### src/rtl/adder_pkg.sv
// Shared types and defaults for the adder datapath slice.
package adder_pkg;

  localparam int ADDER_N = 4;

  // One adder result as it sits in the result FIFO.
  typedef struct packed {
    logic [ADDER_N-1:0] sum;
    logic               cout;
  } adder_res_t;

  // Occupancy of the operand register.
  typedef enum logic {
    OP_EMPTY = 1'b0,
    OP_FULL  = 1'b1
  } op_state_t;

endpackage

### src/rtl/adder_result_fifo.sv
// Small synchronous FIFO for adder results.
// When empty, the output holds the last popped head (or the reset value).
module adder_result_fifo #(
  parameter int DEPTH = 2,
  parameter int W     = 5
) (
  input  logic                       clk,
  input  logic                       rst_n,
  input  logic                       i_push,
  input  logic                       i_pop,
  input  logic [W-1:0]               i_wdata,
  output logic [W-1:0]               o_rdata,
  output logic [$clog2(DEPTH):0]     o_count,
  output logic                       o_full,
  output logic                       o_empty
);

  localparam int AW = $clog2(DEPTH);
  localparam logic [AW:0] FULL_CNT = (AW+1)'(DEPTH);

  logic [W-1:0]  r_mem [DEPTH];
  logic [W-1:0]  r_last;
  logic [AW-1:0] r_wr_ptr;
  logic [AW-1:0] r_rd_ptr;
  logic [AW:0]   r_count;
  logic          w_do_push;
  logic          w_do_pop;

  assign o_count   = r_count;
  assign o_full    = (r_count == FULL_CNT);
  assign o_empty   = (r_count == '0);
  assign w_do_pop  = i_pop && !o_empty;
  // A push into a full FIFO is legal only when the head leaves in the same cycle.
  assign w_do_push = i_push && (!o_full || w_do_pop);
  assign o_rdata   = o_empty ? r_last : r_mem[r_rd_ptr];

  // Storage, pointers, occupancy and the last-popped head.
  always_ff @(posedge clk or negedge rst_n) begin
    if (!rst_n) begin
      for (int unsigned i = 0; i < DEPTH; i++) r_mem[i] <= '0;
      r_last   <= '0;
      r_wr_ptr <= '0;
      r_rd_ptr <= '0;
      r_count  <= '0;
    end else begin
      if (w_do_push) begin
        r_mem[r_wr_ptr] <= i_wdata;
        r_wr_ptr        <= r_wr_ptr + 1'b1;
      end
      if (w_do_pop) begin
        r_last   <= r_mem[r_rd_ptr];
        r_rd_ptr <= r_rd_ptr + 1'b1;
      end
      case ({w_do_push, w_do_pop})
        2'b10:   r_count <= r_count + 1'b1;
        2'b01:   r_count <= r_count - 1'b1;
        default: r_count <= r_count;
      endcase
    end
  end

endmodule

### src/rtl/adder_io_stage.sv
// Registered valid/ready shell around an external combinational adder:
// operand register feeding the adder, result FIFO capturing its output,
// and a saturating carry-out event counter.
module adder_io_stage
  import adder_pkg::*;
#(
  parameter int N     = ADDER_N,
  parameter int DEPTH = 2,
  parameter int CW    = 8
) (
  input  logic          clk,
  input  logic          rst_n,
  input  logic          in_valid,
  output logic          in_ready,
  input  logic [N-1:0]  in_a,
  input  logic [N-1:0]  in_b,
  output logic [N-1:0]  add_a,
  output logic [N-1:0]  add_b,
  input  logic [N-1:0]  add_x,
  input  logic          add_cout,
  output logic          out_valid,
  input  logic          out_ready,
  output logic [N-1:0]  out_sum,
  output logic          out_cout,
  output logic [CW-1:0] cout_cnt,
  input  logic          clr_cnt
);

  op_state_t              r_state;
  logic [N-1:0]           r_add_a;
  logic [N-1:0]           r_add_b;
  logic [CW-1:0]          r_cout_cnt;
  logic                   w_op_valid;
  logic                   w_push;
  logic                   w_pop;
  logic                   w_accept;
  logic                   w_fifo_full;
  logic                   w_fifo_empty;
  logic [$clog2(DEPTH):0] w_fifo_count;
  logic [N:0]             w_rdata;

  assign w_op_valid = (r_state == OP_FULL);
  assign w_pop      = !w_fifo_empty && out_ready;
  assign w_push     = w_op_valid && (!w_fifo_full || w_pop);
  // Depends only on state and out_ready, never on in_valid.
  assign in_ready   = !w_op_valid || w_push;
  assign w_accept   = in_valid && in_ready;

  assign add_a      = r_add_a;
  assign add_b      = r_add_b;
  assign out_valid  = !w_fifo_empty;
  assign out_sum    = w_rdata[N:1];
  assign out_cout   = w_rdata[0];
  assign cout_cnt   = r_cout_cnt;

  // Operand register FSM: load on accept, empty on push, hold while stalled.
  always_ff @(posedge clk or negedge rst_n) begin
    if (!rst_n) begin
      r_state <= OP_EMPTY;
      r_add_a <= '0;
      r_add_b <= '0;
    end else begin
      case (r_state)
        OP_EMPTY: begin
          if (w_accept) begin
            r_state <= OP_FULL;
            r_add_a <= in_a;
            r_add_b <= in_b;
          end
        end
        OP_FULL: begin
          if (w_accept) begin
            r_add_a <= in_a;
            r_add_b <= in_b;
          end else if (w_push) begin
            r_state <= OP_EMPTY;
          end
        end
        default: r_state <= OP_EMPTY;
      endcase
    end
  end

  // Carry-out event counter: clear wins, otherwise saturating increment.
  always_ff @(posedge clk or negedge rst_n) begin
    if (!rst_n) begin
      r_cout_cnt <= '0;
    end else if (clr_cnt) begin
      r_cout_cnt <= '0;
    end else if (w_push && add_cout && (r_cout_cnt != '1)) begin
      r_cout_cnt <= r_cout_cnt + 1'b1;
    end
  end

  adder_result_fifo #(
    .DEPTH (DEPTH),
    .W     (N + 1)
  ) u_fifo (
    .clk     (clk),
    .rst_n   (rst_n),
    .i_push  (w_push),
    .i_pop   (w_pop),
    .i_wdata ({add_x, add_cout}),
    .o_rdata (w_rdata),
    .o_count (w_fifo_count),
    .o_full  (w_fifo_full),
    .o_empty (w_fifo_empty)
  );

endmodule
### config.mk
export PLATFORM = sky130hd
export DESIGN_NAME = adder_io_stage
export DESIGN_NICKNAME = d
export VERILOG_FILES = /design/src/rtl/adder_pkg.sv /design/src/rtl/adder_result_fifo.sv /design/src/rtl/adder_io_stage.sv
export SDC_FILE = /design/constraint.sdc
export NUM_CORES = 1
export LEC_CHECK = 0
export BUFFER_PORTS_ARGS = -buffer_cell sky130_fd_sc_hd__buf_2
export CORE_MARGIN = 2
export CORE_UTILIZATION = 57
export DETAILED_ROUTE_END_ITERATION = 10
export PLACE_DENSITY = 0.84
export SYNTH_ARGS = -nofsm -noshare
export SYNTH_HDL_FRONTEND = slang
export SYNTH_HIERARCHICAL = 1
export SYNTH_SLANG_ARGS = --single-unit
### constraint.sdc
create_clock -name clk -period 4 [get_ports clk]
set_input_delay 0.8 -clock clk [delete_from_list [all_inputs] [get_ports clk]]
set_output_delay 0.8 -clock clk [all_outputs]
set_load 0.005 [all_outputs]
==> impl_metrics.yaml <==
sta:
  hold_viol_final: 0
  finClkSkew_ns: 0.00581
  worst_pin_slew_ns: 1.05
  rsz0062_at_grt: "false"
  min_period_ns: 2.66
  finalSetupViolations: 0
  max-slew-margin-rel_pct: 29.1
  max_freq_ghz: 0.375
  final.period_utilization_pct: 66.6
  drv_slew: 0
  tns_ns: 0
critical_path:
  worstSetupPathType: "reg2reg"
  rrSetupSlack_ns: 1.34
  crit_slowest_cell: "a21boi_0"
  startpoint: "u_fifo/o_count[0]"
  cp-start-kind: "flip-flop"
  endpoint_kind: "flip-flop"
  r2r_end: "u_fifo/r_mem[7]"
  critPathMaxFanout: 11
  crit_end: "u_fifo/r_mem[7]"
  cpPeakStageDelay_ns: 0.53
  r2r-start: "u_fifo/o_count[0]"
  critical_path_required_ns: 4.23
  path_cells: "or2_2 > inv_1 > nand2b_4 > a21boi_0 > inv_1 > nor3_4 > mux2_4"
  cpMostUsedCell: "inv_1"
  worst-r2r-cell-count: 7
  cp.arrival_ns: 2.89
floorplanning:
  placementRows: 20
  die-area_sq_mm: 0.00358
  die_h_um: 59.9
  coreArea_sq_mm: 0.00300
  chipWidth_um: 59.9
  start_util_pct: 59.2
  boundaryPins: 41
yosys:
  synth-xor-area-share_pct: 0.492
  yosysWarnings: 6
  synth-simple-area-share_pct: 17.4
  synth_top_family_by_area: "multiplexers"
  synth_adder_area_share_pct: 0.703
  syn_inst: 157
  netlist_area_sq_mm: 0.00178
  synth_compound_area_share_pct: 9.49
  syn-num-nets: 176
  synth.distinct_cells: 36
  synth_mux_area_share_pct: 18.8
  avgSynthCellArea_sq_um: 11.3
  synth-seq-cells: 36
  seq_area_frac_synth_pct: 50.6
power:
  powerDensity_mw_per_mm2: 647
  peakVddDrop_mv: 0.288
  total_leakage_power_uw: 0.00101
  power.total_uw: 1340
flow_run:
  maxCapViolCount: 0
clock_network:
  cts_setup_buffers: 0
  cts.sinks: 36
  h-tree-depth: 2
  cts_root_buffer: "clkbuf_4"
  cts_buffer_depth: 2
  cts_resized: 0
  path_clk_slew_ns: 0.10
  cts_buffers: 5
  clock_latency_ns: 0.33
  ctsHoldBuffers: 0
  cts_tree: "yes"
drt:
  drc: 0
  drt-wirelength-per-cell_um: 15.2
  routed_via_density: 5.81
  met3_length_um: 205
  wl_um: 3540
  wl_met2_um: 1740
  met1_length_um: 1570
  first_pass_iters: 4
  ant_nets: 0
  highest_layer: "met4"
  drtIter0Drc: 54
  vias: 1353
place:
  dp_hpwl_um: 2620
  gp_congestion: 0.825
  portBuffers: 40
finish:
  nNetsFinal: 218
  antenna_cells: 0
  n_fill_cell: 239
  syn_to_final_growth_pct: 16.7
  drive_gt1_share_pct: 38.0
global_route:
  grt_first_pass_wirelength_um: 5930
  antenna_found_initial: 0
  grt_usage_pct: 22.5
  grt_overflow: 0
  grt_max_degree: 37
  grt_pass1_vias: 1349
hold_path:
  worst_hold_path_type: "reg2reg"
outcome:
  status: "completed"
[worst max-delay path: cells and delay by family (launching register included)]
kind            cells  cell delay, ns
simple gates        3            0.86
compound gates      1            0.53
flops               1            0.52
mux                 1            0.34
buf+inv             2            0.32
[where the power goes]
part | switching, uW | total (uW) | internal [uW] | leakage [uW]
Clock | 114 | 245 | 131 | 0.0000422
Sequential | 100 | 580 | 480 | 0.000444
Combinational | 239 | 518 | 278 | 0.000525
Total | 454 | 1340 | 889 | 0.00101
[per-layer routing]
metal / GRT usage (%) / vias up
met3: 6.93 / 4
met2: 35.9 / 49
li1: - / 643
met4: 7.30 / 0
met1: 29.4 / 657
met5: 0 / -
[cell usage in the layout, fill, tap and decap left out, types with 2 or more instances in the layout]
cell type  count
a21boi_0       2
a21oi_1       13
and3_1         4
buf_2         40
clkbuf_4       5
clkinv_2       2
dfrtp_1       36
inv_1          5
mux2_2        11
mux2_4        10
mux2i_1        6
nand2_1        9
nand2b_1       4
nand3_1        4
nand4_1        3
nor2_1        11
nor2b_1        5
o21ai_0        9
o31ai_1        2
or4_1          2
[synthesized netlist by cell type]
library cell  count  area [sq um]
and4_4            1          11.3
nand2b_1          4          25.0
or4_1             2          15.0
o21ai_1           1          5.00
mux2_4           10           150
nand4_1           3          18.8
nor2_4            1          11.3
a21oi_1          13          65.1
o21ai_0           9          45.0
nor2b_1           5          31.3
buf_2             2          10.0
and2_1            1          6.26
inv_1             5          18.8
nor3b_4           1          18.8
mux2i_1           6          60.1
mux2_2           11           124
and2_4            1          8.76
nand2b_4          1          13.8
a22oi_1           1          7.51
a21boi_0          2          15.0
or3_1             1          6.26
dfrtp_1          36           901
nand3_1           4          20.0
nor3_4            1          16.3
xnor2_1           1          8.76
or2_2             1          6.26
ha_1              1          12.5
o211ai_1          1          7.51
and3_1            4          25.0
clkinv_2          1          5.00
nand2_1           9          33.8
o31ai_1           2          15.0
clkbuf_1          2          7.51
a311oi_1          1          8.76
buf_1             1          3.75
nor2_1           11          41.3
[cell families after synthesis]
group | Yosys count
compound gates | 30
xor+xnor | 1
fa+ha+maj | 1
buf+inv | 11
flops | 36
mux | 27
simple gates | 51
[area by class of cell]
| type | instances | area [sq um] | area share [%] |
|---|---|---|---|
| Sequential cell | 36 | 901 | 43.4 |
| Multi-Input combinational cell | 110 | 833 | 40.1 |
| Timing Repair Buffer | 40 | 200 | 9.64 |
| Clock buffer | 6 | 41.3 | 1.99 |
| Tap cell | 33 | 41.3 | 1.99 |
| Clock inverter | 2 | 35.0 | 1.69 |
| Inverter | 6 | 23.8 | 1.15 |
[per-stage QoR]
step / utilization [%] / setup WS (ns) / std cells / area, sq um / hold slack, ns
final: 69.1 / 1.34 / 233 / 2080 / 0.497
after global routing: 69.1 / 1.14 / 233 / 2080 / 0.538
after CTS: 69.1 / 1.36 / 233 / 2080 / 0.498
after detailed placement: 66.6 / 1.39 / 225 / 2000 / 0.476
after global placement: 66.6 / 1.61 / 225 / 2000 / 0.463
after floorplan: - / 1.70 / 157 / 1780 / 0.451
[flip-flops by register name, indices dropped and copies added, names as in the netlist]
name and flops:
add_a 4, u_fifo/o_count 2, u_fifo/r_wr_ptr 1, add_b 4, cout_cnt 8, u_fifo/r_mem 10
u_fifo/r_rd_ptr 1, r_state 1, u_fifo/r_last 5
[worst min-delay path by stage]
| stage | startpoint | to | slack [ns] | cells past startpoint |
|---|---|---|---|---|
| after floorplan | u_fifo/r_last[0] | u_fifo/r_last[0] | 0.45 | 2 |
| after global placement | u_fifo/r_last[3] | u_fifo/r_last[3] | 0.46 | 2 |
| after detailed placement | u_fifo/r_last[4] | u_fifo/r_last[4] | 0.48 | 2 |
| after CTS | u_fifo/r_last[4] | u_fifo/r_last[4] | 0.50 | 2 |
| after global routing | u_fifo/r_last[4] | u_fifo/r_last[4] | 0.54 | 2 |
| final | u_fifo/r_last[4] | u_fifo/r_last[4] | 0.50 | 2 |
No activity file was read; power rests on OpenSTA's default activity.
